### src/rtl/turn_sequencer.sv
// turn_sequencer: turn counter and active-player arbiter for 2..2^PID_W-1 players.
// Optional macro TURN_LIMIT_EN adds a terminal DONE state after MAX_TURNS turns.

module turn_sequencer #(
   parameter int NUM_PLAYERS    = 2,
   parameter int PID_W          = 2,
   parameter int TURN_W         = 3,
   parameter int TIMEOUT_CYCLES = 600_000_000,
   parameter int MAX_TURNS      = 7
) (
   input  logic              clk60MHz,
   input  logic              rst_n,
   input  logic              throw_flag,
   input  logic              in_throw_flag,
   input  logic [PID_W-1:0]  current_player,
   output logic [TURN_W-1:0] turn,
   output logic [PID_W-1:0]  active_player,
   output logic              turn_pulse,
   output logic              timeout_pulse,
   output logic              game_over
);

   localparam int                CNT_W    = (TIMEOUT_CYCLES > 0) ? $clog2(TIMEOUT_CYCLES + 1) : 1;
   localparam logic [CNT_W-1:0]  CNT_LAST = (TIMEOUT_CYCLES > 0) ? CNT_W'(TIMEOUT_CYCLES - 1) : '0;
   localparam logic [PID_W-1:0]  LAST_PID = PID_W'(NUM_PLAYERS);

   typedef enum logic [2:0] {
      S_WAIT    = 3'd0,
      S_FLIGHT  = 3'd1,
      S_COMMIT  = 3'd2,
      S_FORFEIT = 3'd3
`ifdef TURN_LIMIT_EN
      , S_DONE  = 3'd4
`endif
   } state_e;

   state_e            state_q, state_d;
   logic [TURN_W-1:0] turn_q, turn_d;
   logic [PID_W-1:0]  player_q, player_d;
   logic [CNT_W-1:0]  cnt_q, cnt_d;
   logic              turn_pulse_q, turn_pulse_d;
   logic              timeout_pulse_q, timeout_pulse_d;

   logic              busy, valid_throw, expired;
   logic [PID_W-1:0]  next_pid;

   assign busy        = throw_flag | in_throw_flag;
   assign valid_throw = busy && (current_player == player_q);
   assign expired     = (TIMEOUT_CYCLES != 0) && (cnt_q == CNT_LAST);
   assign next_pid    = (player_q < LAST_PID) ? player_q + PID_W'(1) : PID_W'(1);

`ifdef TURN_LIMIT_EN
   localparam logic [TURN_W:0] LIMIT_TURN = (TURN_W+1)'(MAX_TURNS + 1);
   logic limit_hit;
   logic game_over_q, game_over_d;
   // Compared one bit wider so a limit at the top of the counter range still triggers.
   assign limit_hit = ({1'b0, turn_q} + (TURN_W+1)'(1)) == LIMIT_TURN;
`endif

   always_ff @(posedge clk60MHz or negedge rst_n) begin
      if (!rst_n) begin
         state_q         <= S_WAIT;
         turn_q          <= TURN_W'(1);
         player_q        <= PID_W'(1);
         cnt_q           <= '0;
         turn_pulse_q    <= 1'b0;
         timeout_pulse_q <= 1'b0;
`ifdef TURN_LIMIT_EN
         game_over_q     <= 1'b0;
`endif
      end else begin
         state_q         <= state_d;
         turn_q          <= turn_d;
         player_q        <= player_d;
         cnt_q           <= cnt_d;
         turn_pulse_q    <= turn_pulse_d;
         timeout_pulse_q <= timeout_pulse_d;
`ifdef TURN_LIMIT_EN
         game_over_q     <= game_over_d;
`endif
      end
   end

   // A valid throw takes priority over a timeout expiring in the same cycle.
   always_comb begin
      state_d = state_q;
      case (state_q)
         S_WAIT: begin
            if (valid_throw)  state_d = S_FLIGHT;
            else if (expired) state_d = S_FORFEIT;
         end
         S_FLIGHT:  if (!busy) state_d = S_COMMIT;
         S_COMMIT, S_FORFEIT: begin
`ifdef TURN_LIMIT_EN
            state_d = limit_hit ? S_DONE : S_WAIT;
`else
            state_d = S_WAIT;
`endif
         end
`ifdef TURN_LIMIT_EN
         S_DONE:    state_d = S_DONE;
`endif
         default:   state_d = S_WAIT;
      endcase
   end

   always_comb begin
      turn_d          = turn_q;
      player_d        = player_q;
      cnt_d           = '0;
      turn_pulse_d    = (state_d == S_COMMIT);
      timeout_pulse_d = (state_d == S_FORFEIT);
      if ((TIMEOUT_CYCLES != 0) && (state_q == S_WAIT) && (state_d == S_WAIT))
         cnt_d = cnt_q + CNT_W'(1);
      if ((state_q == S_COMMIT) || (state_q == S_FORFEIT)) begin
         turn_d   = turn_q + TURN_W'(1);
         player_d = next_pid;
      end
`ifdef TURN_LIMIT_EN
      game_over_d = (state_d == S_DONE);
`endif
   end

   assign turn          = turn_q;
   assign active_player = player_q;
   assign turn_pulse    = turn_pulse_q;
   assign timeout_pulse = timeout_pulse_q;
`ifdef TURN_LIMIT_EN
   assign game_over     = game_over_q;
`else
   assign game_over     = 1'b0;
`endif

endmodule

### config.mk
export PLATFORM = sky130hd
export DESIGN_NAME = turn_sequencer
export DESIGN_NICKNAME = d
export VERILOG_FILES = /design/src/rtl/turn_sequencer.sv
export SDC_FILE = /design/constraint.sdc
export NUM_CORES = 1
export LEC_CHECK = 0
export ABC_AREA = 1
export CAP_MARGIN = 30
export CORE_UTILIZATION = 39
export CTS_CLUSTER_SIZE = 10
export DETAILED_ROUTE_END_ITERATION = 10
export GPL_TIMING_DRIVEN = 0
export PLACE_DENSITY_LB_ADDON = 0.25
export SLEW_MARGIN = 20
export SYNTH_ARGS = -nofsm -noshare
export SYNTH_HDL_FRONTEND = slang
export SYNTH_SLANG_ARGS = --single-unit
### constraint.sdc
create_clock -name clk60MHz -period 1.9 [get_ports clk60MHz]
set_input_delay 0.19 -clock clk60MHz [delete_from_list [all_inputs] [get_ports clk60MHz]]
set_output_delay 0.19 -clock clk60MHz [all_outputs]
set_load 0.05 [all_outputs]
==> results.md <==
- PnR worst setup slack: between 0.05 and 0.06 ns
- Total Routing Usage GR: a little under a fifth
- Worst skew pair latency: roughly 0.30 ns
- Total global routing overflow: 0
- Total Wirelength: roughly 4800 µm
- Initial Utilization: roughly two fifths
- Slowest cell delay on critical path: 0.80 ns
- 1st-pass router iterations: 4
- Maximum fanout along the worst path: 3
- Critical Path RT: approximately 1.7 ns
- Yosys reg bits: 40
- Crit path capture type: primary output
- Pwr dens: 794 nW/µm²
- CTS tree: built
- Max_cap viols: 0
- Pleak: ~1.1 nW
- Post-layout util: a little under half
- Synth area leaders: dfrtp_1 42%, nand2_1 18%, nor2_1 14%, inv_1 5.0%, xnor2_1 3.9%
- Nets: approximately 350
- First-pass GRT wire length: around 8500 µm
- Commonest cells in the netlist: 107 x nand2_1, 85 x nor2_1, 38 x dfrtp_1
- Pin count of the biggest net entering global routing: 32
- Total power: a little over 0.002 W
- Site Rows: 27
- Most frequent cell after synthesis: nand2_1
- Number of antenna violations at the first check in global routing: 0
- Synth cell types: 22
- CTS root buf: clkbuf_8
- Seq/Total Area, Yosys: around 45%
- # H-tree levels: 2
- RSZ-0062 raised after global routing: false
- Sw Ratio: approximately a third
- Residual DRC: 0
- Final std cells w/o fill: 413
- # diodes: 0
- Placed Cells: a little over 400
- Routed vias: ~1900
- Run status: finished, final reports clean
- Fmax: ~0.54 GHz
- Worst path cell trace: clkdlybuf4s50_1
- Arr. time, crit path: between 1.5 and 2 ns
- Clk pwr share: 27.4%
- Syn Area/Cell: between 7 and 8 µm²
- Total CTS buffers: 5
- CP max stage cell: clkdlybuf4s50_1
- Dpl ws: roughly 0.15 ns
- GP Congestion: 0.875
- # IOs: 14
- Layout area overhead: 14.5%
- Final Hold Viols: 0
- Post CTS Setup Buffer Count: 0
- Synthesized cell area: roughly 2300 µm²
- ANT nets after route: 0
- Internal Pwr Total: 0.00137 W
- Switching power: 0.000679 W
- Startpoint types: flop
- Fraction of final layout cells sized beyond drive strength 1: under 10%
- Final period util: between 90% and 100%
- Combinational power share: 24.6%
- Port Buffers: 12
- Yosys top cell area share: a little over two fifths
- Most used DFF post-synth: dfrtp_1
- Die area: 6080 µm²
- Avg WL per Cell: around 12 µm
- WHS: ~0.29 ns
- Sequential cell fraction of total power: between 40% and 50%
- Clock sinks: 40
- Die Span X: around 78 µm
- Core area: approximately 5500 µm²
- Post-Syn Instances: 318
- Skew final: ~0.012 ns
- Reg clk slew, reported paths: 0.08 ns
- Vias in the first global route: between 1500 and 2000
- Kind of critical path: reg2out
- Iteration-0 DRC Markers: 95
- FFs w/ async S/R, synth: 100%
- HP Class: in2async
- Maximum vdd drop: 0.000856 V
- Post-layout min period: 1.85 ns
- Yosys warnings: 0
- Cell taking the most area after synthesis: dfrtp_1
- Clock buffer depth: 2
- Max Slew Vio Count: 0
- Die H: just under 80 µm
- DPL Wire Length: roughly 3700 µm
- CP top delay family: buffers and inverters
- Post-synth EDFFs: 0
- Bufs and invs on worst path: 1
- Vias/cell: ~4.5
- Final setup vio count: 0
[metal layers]
metal	GRT usage, %	vias up	routed length [µm]
met2	28.9	25	2100
met4	9.44	0	160
met1	24.1	836	2400
li1	-	994	-
met5	0	-	0
met3	4.12	11	143
[per-stage QoR]
stage                     TNS [ns]  cell area, µm²
after floorplan                  0            2250
after global placement      -17.59            2460
after detailed placement         0            2480
after CTS                        0            2570
after global routing             0            2580
final                            0            2580
[flip-flops by register name, indices dropped and copies added (netlist names)]
register	flops
timeout_pulse	1
active_player	2
state_q	3
cnt_q	30
turn_pulse	1
turn	3
[final timing paths]
check | start | endpoint | slack, ns | depth (start not counted)
setup / recovery | turn[0] | turn[0] | 0.05 | 1
hold / removal | rst_n | cnt_q[24] | 0.29 | 2
hold reg to reg | turn[2] | turn[2] | 0.49 | 1
max in group asynchronous | rst_n | turn[0] | 1.10 | 3
setup reg to reg | cnt_q[0] | cnt_q[14] | 0.18 | 6
min in group clk60MHz | turn[2] | turn[2] | 0.49 | 1
[logic make-up (layout without fill, tap and decap cells)]
group           count (synthesis)  after routing  synth area share (%)
simple gates                  220            220                  39.6
flops                          40             40                  44.6
buf+inv                        35             57                  7.00
xor+xnor                       18             18                  7.00
fa+ha+maj                       2              2                  1.11
compound gates                  2              2                 0.556
other cells                     1              2                 0.167
[placed cells by master, fill, tap and decap left out, drive strengths merged, types with 6 or more instances in the layout]
cell	Yosys	final
clkdlybuf4s50	0	11
xnor2	10	10
nand2	108	108
buf	4	6
clkbuf	0	6
inv	31	31
nor2	87	87
xor2	8	8
nand3	18	18
dfrtp	38	38
[area by class of cell]
type	count	area [µm²]
Tap cell	72	90.1
Inverter	31	116
Buffer	4	41.3
Clock inverter	2	12.5
Fill cell	606	2960
Multi-Input combinational cell	244	1100
Timing Repair Buffer	14	145
Clock buffer	6	72.6
Sequential cell	40	1000
[power groups by stage]
stage                     combinational [W]  clock, W  sequential, W
final                              0.000503  0.000561       0.000982
after global routing               0.000555  0.000620       0.000994
after CTS                          0.000510  0.000583       0.000983
after detailed placement           0.000508         0       0.000997
after global placement             0.000500         0       0.000997
after floorplan                    0.000212         0        0.00113
[timing repair]
action                                  in CTS  in global routing
hold buffers                                 1                  0
endpoints found under the hold margin        9                  0
endpoints found under the setup margin       0                 22
gates resized for setup                      0                  1
(Power assumes the default switching activity.)
